[src/rtl/seg7_capture.sv]
// seg7_capture: samples a time-multiplexed active-low 7-segment bus,
// qualifies each digit for stability, inverse-decodes it to a hex nibble
// and presents assembled multi-digit frames on a valid/ready output.
//
// Handshake: value/blank are a frame when out_valid=1; they hold steady
// until the cycle out_valid && out_ready, at which the frame is consumed.
//
// Optional feature: define SEG7_LOOSE_DECODE_EN to also accept the
// "7 with f lit" (1011000) and "9 without d" (0011000) glyph variants.
module seg7_capture #(
    parameter int NUM_DIGITS    = 2,
    parameter int STABLE_CYCLES = 4
) (
    input  logic                    clk,
    input  logic                    rst,
    input  logic [6:0]              seg_n,
    input  logic [NUM_DIGITS-1:0]   dig_en,
    output logic [4*NUM_DIGITS-1:0] value,
    output logic [NUM_DIGITS-1:0]   blank,
    output logic                    out_valid,
    input  logic                    out_ready,
    output logic                    pattern_err
);

    localparam int         IDX_W   = (NUM_DIGITS > 1) ? $clog2(NUM_DIGITS) : 1;
    localparam logic [7:0] CNT_PRE = 8'(STABLE_CYCLES - 1);

    typedef enum logic {
        COLLECT = 1'b0,
        PRESENT = 1'b1
    } state_t;

    state_t state;
    state_t state_nx;

    logic [IDX_W-1:0]        idx;
    logic [IDX_W-1:0]        last_idx;
    logic [6:0]              last_seg;
    logic [7:0]              cnt;
    logic                    sample_ok;
    logic                    same;
    logic                    commit;

    logic [3:0]              dec_nib;
    logic                    dec_blank;
    logic                    dec_ok;

    logic [4*NUM_DIGITS-1:0] shadow_val;
    logic [4*NUM_DIGITS-1:0] shadow_val_nx;
    logic [NUM_DIGITS-1:0]   shadow_blank;
    logic [NUM_DIGITS-1:0]   shadow_blank_nx;
    logic [NUM_DIGITS-1:0]   captured;
    logic [NUM_DIGITS-1:0]   captured_nx;
    logic                    frame_full;
    logic                    load_frame;
    logic                    valid_nx;

    // A sample exists only when exactly one digit strobe is active.
    assign sample_ok = $onehot(dig_en);
    assign same      = (idx == last_idx) && (seg_n == last_seg);
    // Commit only on the transition into STABLE_CYCLES; the saturating
    // counter then sits above that value so a held digit never recommits.
    assign commit    = sample_ok && same && (cnt == CNT_PRE);

    // Convert the one-hot strobe into a digit index.
    always_comb begin
        idx = '0;
        for (int i = 0; i < NUM_DIGITS; i++) begin
            if (dig_en[i]) begin
                idx = IDX_W'(i);
            end
        end
    end

    // Inverse of the standard hex-to-7-segment table (bit6..bit0 = g..a).
    always_comb begin
        dec_nib   = 4'h0;
        dec_blank = 1'b0;
        dec_ok    = 1'b1;
        case (seg_n)
            7'b1000000: dec_nib = 4'h0;
            7'b1111001: dec_nib = 4'h1;
            7'b0100100: dec_nib = 4'h2;
            7'b0110000: dec_nib = 4'h3;
            7'b0011001: dec_nib = 4'h4;
            7'b0010010: dec_nib = 4'h5;
            7'b0000010: dec_nib = 4'h6;
            7'b1111000: dec_nib = 4'h7;
            7'b0000000: dec_nib = 4'h8;
            7'b0010000: dec_nib = 4'h9;
            7'b0001000: dec_nib = 4'hA;
            7'b0000011: dec_nib = 4'hB;
            7'b1000110: dec_nib = 4'hC;
            7'b0100001: dec_nib = 4'hD;
            7'b0000110: dec_nib = 4'hE;
            7'b0001110: dec_nib = 4'hF;
            7'b1111111: dec_blank = 1'b1;
`ifdef SEG7_LOOSE_DECODE_EN
            7'b1011000: dec_nib = 4'h7;
            7'b0011000: dec_nib = 4'h9;
`endif
            default:    dec_ok = 1'b0;
        endcase
    end

    // Shadow frame including this cycle's commit, so a completing commit
    // can be presented on the very next cycle.
    always_comb begin
        shadow_val_nx   = shadow_val;
        shadow_blank_nx = shadow_blank;
        captured_nx     = captured;
        if (commit) begin
            shadow_val_nx[4*int'(idx) +: 4] = dec_nib;
            shadow_blank_nx[idx]            = dec_blank;
            captured_nx[idx]                = 1'b1;
        end
        frame_full = &captured_nx;
    end

    // Next-state and frame-load control for the output handshake.
    always_comb begin
        state_nx   = state;
        load_frame = 1'b0;
        valid_nx   = out_valid;
        case (state)
            COLLECT: begin
                if (frame_full) begin
                    state_nx   = PRESENT;
                    load_frame = 1'b1;
                    valid_nx   = 1'b1;
                end
            end
            PRESENT: begin
                if (out_ready) begin
                    if (frame_full) begin
                        load_frame = 1'b1;
                    end else begin
                        valid_nx = 1'b0;
                        state_nx = COLLECT;
                    end
                end
            end
            default: begin
                state_nx = COLLECT;
                valid_nx = 1'b0;
            end
        endcase
    end

    // FSM state register.
    always_ff @(posedge clk) begin
        if (rst) begin
            state <= COLLECT;
        end else begin
            state <= state_nx;
        end
    end

    // Stability counter and last-sample tracking.
    always_ff @(posedge clk) begin
        if (rst) begin
            cnt      <= 8'd0;
            last_idx <= '0;
            last_seg <= 7'd0;
        end else if (!sample_ok) begin
            cnt <= 8'd0;
        end else if (same) begin
            if (cnt != 8'hFF) begin
                cnt <= cnt + 8'd1;
            end
        end else begin
            cnt      <= 8'd1;
            last_idx <= idx;
            last_seg <= seg_n;
        end
    end

    // Shadow frame, captured mask, output frame and error pulse.
    always_ff @(posedge clk) begin
        if (rst) begin
            shadow_val   <= '0;
            shadow_blank <= '0;
            captured     <= '0;
            value        <= '0;
            blank        <= '0;
            out_valid    <= 1'b0;
            pattern_err  <= 1'b0;
        end else begin
            shadow_val   <= shadow_val_nx;
            shadow_blank <= shadow_blank_nx;
            captured     <= load_frame ? '0 : captured_nx;
            out_valid    <= valid_nx;
            pattern_err  <= commit && !dec_ok;
            if (load_frame) begin
                value <= shadow_val_nx;
                blank <= shadow_blank_nx;
            end
        end
    end

endmodule

[config.mk]
export PLATFORM = sky130hd
export DESIGN_NAME = seg7_capture
export DESIGN_NICKNAME = d
export VERILOG_FILES = /design/src/rtl/seg7_capture.sv
export SDC_FILE = /design/constraint.sdc
export NUM_CORES = 1
export LEC_CHECK = 0
export CAP_MARGIN = 10
export CORE_MARGIN = 2
export CORE_UTILIZATION = 30
export CTS_BUF_LIST = sky130_fd_sc_hd__clkbuf_16
export DETAILED_ROUTE_END_ITERATION = 10
export PLACE_DENSITY = 0.58
export SYNTH_ARGS = -nofsm -noshare
export SYNTH_HDL_FRONTEND = slang
export SYNTH_SLANG_ARGS = --single-unit
[constraint.sdc]
create_clock -name clk -period 3.5 [get_ports clk]
set_input_delay 0.7 -clock clk [delete_from_list [all_inputs] [get_ports clk]]
set_output_delay 0.7 -clock clk [all_outputs]
set_load 0.02 [all_outputs]
=== Yosys cells after proc, flatten, opt, wreduce, memory -nomap -nowiden ===
Cells that the tools add are included.

* Register bits after elaboration: 41
* Output and inout bits: 12

* Equal/unequal tests: 25
* $lt $le $gt $ge: 2
* Bitwise gates (word level): 4
* Add/sub/neg operators: 3
* Shift-type cells: 2
* Mux-type cells: 22
* Reductions and logical operators: 14

{| class="wikitable"
|+ Operators with widths
! operator !! number
|-
| $pmux W4 S15 || 1
|-
| $eq A7 B7 Y1 const B || 5
|-
| $neg A3 Y33 || 1
|-
| $shift A4 B33 Y8 const A || 1
|-
| $shiftx A4 B33 Y8 || 1
|-
| $eq A7 B5 Y1 const B || 3
|-
| $eq A7 B6 Y1 const B || 3
|-
| $reduce_or A17 Y1 || 1
|-
| $eq A7 B2 Y1 const B || 2
|-
| $eq A7 B4 Y1 const B || 2
|-
| $mux W1 || 12
|-
| $add A8 B1 Y8 const B || 1
|-
| $bwmux W8 || 1
|-
| $eq A8 B2 Y1 const B || 1
|-
| $mux W8 || 1
|-
| $ne A8 B8 Y1 const B || 1
|-
| $eq A7 B3 Y1 const B || 1
|-
| $eq A7 B7 Y1 || 1
|-
| $logic_not A7 Y1 || 1
|-
| $ne A2 B2 Y1 const B || 3
|-
| $pmux W1 S2 || 3
|-
| $logic_and A1 B1 Y1 || 5
|-
| $mux W2 || 2
|-
| $reduce_and A2 Y1 || 2
|-
| 14 further kinds || 17
|}

=== Logic depth before layout (Yosys ltp) ===
* Depth in word-level cells: 12
* Mapped depth: 8

=== Worst setup path before layout ===
No wires, ideal clock.

* Path type: input-to-reg
* From: input seg_n[4]
* To: register value[5]
* Buffers on the path: 2
* Slack: 0.728 ns
* Data arrival time: 2.652 ns
* Stages: 7
* Required time: 3.379 ns
* Cells stage by stage: buf_6 -> xor2_2 -> or4_4 -> buf_6 -> or4_4 -> o211a_1 -> mux2_2

* Longest elaborated chain between the ends: 9
* Elaborated cells on any way between the ends: 28
* Classes of those cells: eq/ne: 15; shift: 1; mux: 7; reduce/logical: 5

{| class="wikitable"
|+ Ends and longest elaborated chain
! element !! line !! text
|-
| from (decl) || 16 || <nowiki>input logic [6:0] seg_n,</nowiki>
|-
| parallel branches: the longest is 9 deep, another holds $shiftx A4 B33 Y8 || n/a ||
|-
| to (signal assigned) || 195 || <nowiki>value <= shadow_val_nx;</nowiki>
|-
| to (decl) || 18 || <nowiki>output logic [4*NUM_DIGITS-1:0] value,</nowiki>
|}

Parallel ways; which one is timed is not known.
A chain may end at the register's enable or synchronous reset.

=== Worst setup path after layout ===
* From: input seg_n[0]
* To: register blank[0]

* Longest elaborated chain between the ends: 9
* Elaborated cells on any way between the ends: 13
* Classes of those cells: eq/ne: 2; mux: 7; reduce/logical: 4

{| class="wikitable"
|+ Ends and longest elaborated chain
! element !! line !! text
|-
| $eq A7 B7 Y1 || 60 || <nowiki>assign same = (idx == last_idx) && (seg_n == last_seg);</nowiki>
|-
| $logic_and A1 B1 Y1 || 60 ||
|-
| $logic_and A1 B1 Y1 (2 in series) || 63 || <nowiki>assign commit = sample_ok && same && (cnt == CNT_PRE);</nowiki>
|-
| $mux W2 || 112 || <nowiki>if (commit) begin</nowiki>
|-
| $reduce_and A2 Y1 || 117 || <nowiki>frame_full = &captured_nx;</nowiki>
|-
| $mux W1 || 127, 135 ||
|-
| $mux W1 || 134 || <nowiki>if (out_ready) begin</nowiki>
|-
| $pmux W1 S2 || 125 || <nowiki>case (state)</nowiki>
|-
| to (signal assigned) || 196 || <nowiki>blank <= shadow_blank_nx;</nowiki>
|-
| to (decl) || 19 || <nowiki>output logic [NUM_DIGITS-1:0] blank,</nowiki>
|}

Several ways; a longest one is shown, not always the timed one.

==> impl_metrics.csv <==
group,metric,value,unit
synthesis,seq_area_frac_synth,0.362,
power_and_ir_drop,finalPower,0.00111,W
layout,fill_cells,770,
job,maxCapViolations,0,
worst_setup_path,worstPathRequired,3.67,ns
sta,tns,0,ns
global_routing,grt_use_total,0.129,
routing,drtAntennaViolNets,0,
clock_network,path_clk_slew,0.06,ns
clock_network,cts_setup_buffers,0,
sta,period_share,0.837,
global_routing,grt_max_degree,18,
placement,numPortBuffers,23,
worst_setup_path,cp_cell_sequence,"clkdlybuf4s50_1, xor2_1, or4_1, buf_4, o32ai_4, o21ai_2, mux2_1",
synthesis,syn_nets,260,
worst_setup_path,cp-start-kind,"input port",
sta,period_minus_slack,2.93,ns
routing,routed_wl,5050,um
synthesis,synth_seq_cells,41,
sta,max_freq,342,MHz
sta,worst_slew_pin_slew,0.577,ns
synthesis,synthFlopType,"dfxtp_1",
sta,fin_skew,0.00502,ns
clock_network,clk_path_buf_depth,2,
routing,initialDrtViolationCount,54,
worst_setup_path,crit_buf_inv,2,
synthesis,synth.avg_cell_area,9.19,um^2
floorplan,core,7290,um^2
worst_setup_path,cp-end-kind,"flop",
sta,setup_viol,0,
global_routing,grt_pass1_wl,8800,um
layout,final_layout_size_suffix_gt1_frac,0.146,
synthesis,synthArstFlopShare,0,
clock_network,htreeDepth,2,
floorplan,io_pins,24,
global_routing,grt_pass1_vias,1800,
floorplan,die_y,91.0,um
worst_setup_path,crit_family,"buffers and inverters",
sta,slew_headroom,0.615,
floorplan,die-area,8280,um^2
clock_network,root_buffer,"clkbuf_16",
layout,fin_nets,286,
sta,slew_violations,0,
synthesis,syn_area,2270,um^2
global_routing,overflow,0,
status,status,"finished, final reports clean",
synthesis,synth_edf_count,0,
sta,finalHoldViolCount,0,
layout,utilization,0.385,
clock_network,clock-sinks,41,
floorplan,start_util,0.311,
clock_network,worstSkewPairLatency,0.28,ns
placement,postPlaceCellArea,2640,um^2
floorplan,num_rows,31,
clock_network,cts_resized,0,
synthesis,synth.distinct_cells,62,
layout,finalInstanceArea,2810,um^2
layout,areaGrowthSynthToFinish,23.6,%
worst_setup_path,cp_slowest_cell,"or4_1",
routing,drc,0,
global_routing,antenna_found_initial,0,
clock_network,cts_buffers,5,
clock_network,ctsHoldBuffers,0,
worst_setup_path,crit_fanout,10,
floorplan,die_x,91.0,um
min_path,hold_class,"reg -> reg",
power_and_ir_drop,power.density,395,nW/um^2
sta,rsz0062_at_grt,"false",
power_and_ir_drop,leakagePower,1.06,nW
routing,drtPass1Iterations,4,
placement,dp.cells,365,
layout,fin_cells,373,
placement,gp_congestion,0.781,
routing,viasPerCell,5.09,
worst_setup_path,cpPeakStageDelay,0.64,ns
layout,multi_input_area,1300,um^2
worst_setup_path,crit_type,"in -> reg",
worst_setup_path,cp.arrival,3.10,ns
clock_network,cts_tree,"built",
layout,seqCellArea,821,um^2
power_and_ir_drop,vdd_drop_max,220,uV
routing,wire_per_inst,13.5,um
synthesis,ys.warnings.count,0,
layout,diodes,0,
synthesis,synthCells,247,
routing,vias,1898,
placement,dp_hpwl,3660,um
## flip-flops by register name, indices dropped and copies added (netlist names)
signal and count:
captured 2, value 8, last_idx 1, state 1, blank 2, cnt 8
last_seg 7, out_valid 1, pattern_err 1, shadow_val 8, shadow_blank 2
## worst paths after layout
| path | start | end | slack, ns | cells past startpoint |
|---|---|---|---|---|
| min reg2reg | last_idx$_SDFFE_PP0P_ | last_idx$_SDFFE_PP0P_ | 0.46 | 2 |
| min | last_idx$_SDFFE_PP0P_ | last_idx$_SDFFE_PP0P_ | 0.46 | 2 |
| max | seg_n[0] | blank[0]$_SDFFE_PP0P_ | 0.57 | 7 |
| max reg2reg | cnt[0]$_SDFFE_PP0P_ | blank[0]$_SDFFE_PP0P_ | 0.78 | 6 |
## worst reg2reg max path, delay by kind of cell (launching register included)
family | cells | cell delay (ns)
simple gates | 2 | 1.08
fa+ha+maj | 1 | 0.24
compound gates | 2 | 0.53
flops | 1 | 0.39
mux | 1 | 0.37
## layout make-up
class | instances | share of cell area
flip-flops and latches | 41 | 0.292
clock buffers | 5 | 0.0446
repair buffers | 38 | 0.122
multi-input cells | 172 | 0.462
well taps | 99 | 0.0441
clock inverters | 3 | 0.0147
inverters | 15 | 0.0201
## stage by stage
| step | hold slack (ns) | setup slack, ns |
|---|---|---|
| after floorplan | 0.448 | 0.728 |
| after global placement | 0.454 | 0.280 |
| after detailed placement | 0.461 | 0.270 |
| after CTS | 0.469 | 0.536 |
| after global routing | 0.492 | 0.456 |
| final | 0.465 | 0.572 |
## power breakdown
group          internal (W)  switching, W
Sequential         0.000474    0.00000499
Combinational     0.0000483     0.0000612
Clock              0.000334      0.000188
Total              0.000856      0.000254
## cells by family (layout without fill, tap and decap cells)
logic type,after synthesis,after routing,synth area share
and+or+nand+nor,89,89,0.240
AOI/OAI and AO/OA,54,54,0.198
DFF,41,41,0.362
buffers and inverters,34,61,0.0673
muxes,18,18,0.0849
xor gates and xnor gates,10,10,0.0419
adders and majority gates,1,1,0.00551
## placed cells by master, fill, tap and decap left out, types with 4 or more instances in the layout
master	count
a211oi_1	5
clkbuf_16	5
clkdlybuf4s50_1	23
nand2b_1	5
mux2i_1	8
inv_1	14
nand3_1	7
buf_4	15
nand4_1	4
nor2b_1	11
o211a_1	8
xor2_1	8
o41ai_1	8
mux2_2	8
dfxtp_1	41
nor2_1	19
o21ai_0	5
a21oi_1	5
nand2_1	5
nor3_1	6
## cell usage after synthesis (2+ instances only)
master | count | area share
or2_2 | 2 | 0.0055
nor2b_1 | 11 | 0.030
dfxtp_1 | 41 | 0.36
xor2_1 | 8 | 0.031
a31oi_1 | 3 | 0.0083
nor2_1 | 19 | 0.031
or3_1 | 3 | 0.0083
nor4_1 | 3 | 0.0083
nand4_1 | 4 | 0.011
nor4b_1 | 3 | 0.012
a21oi_1 | 5 | 0.011
buf_6 | 3 | 0.015
and4_1 | 3 | 0.012
buf_2 | 2 | 0.0044
o21ai_0 | 5 | 0.011
nor3b_1 | 2 | 0.0066
o211a_1 | 8 | 0.035
inv_1 | 14 | 0.023
nor3_1 | 6 | 0.013
or4_1 | 3 | 0.0099
clkbuf_1 | 13 | 0.022
mux2_2 | 8 | 0.040
mux2i_1 | 8 | 0.035
nand2_1 | 5 | 0.0083
o41ai_1 | 8 | 0.031
mux2_1 | 2 | 0.0099
nor4bb_1 | 2 | 0.0088
a211oi_1 | 5 | 0.017
or4_4 | 3 | 0.015
nand3_1 | 7 | 0.015
o21a_1 | 3 | 0.0099
nand2b_1 | 5 | 0.014
## routing by layer
layer,vias to the layer above,part of all wire,GRT usage
met5,-,0,0
met4,0,0.021,0.0568
met3,7,0.024,0.0174
met2,28,0.46,0.205
met1,894,0.50,0.174
li1,969,-,-
(Power assumes the default switching activity.)
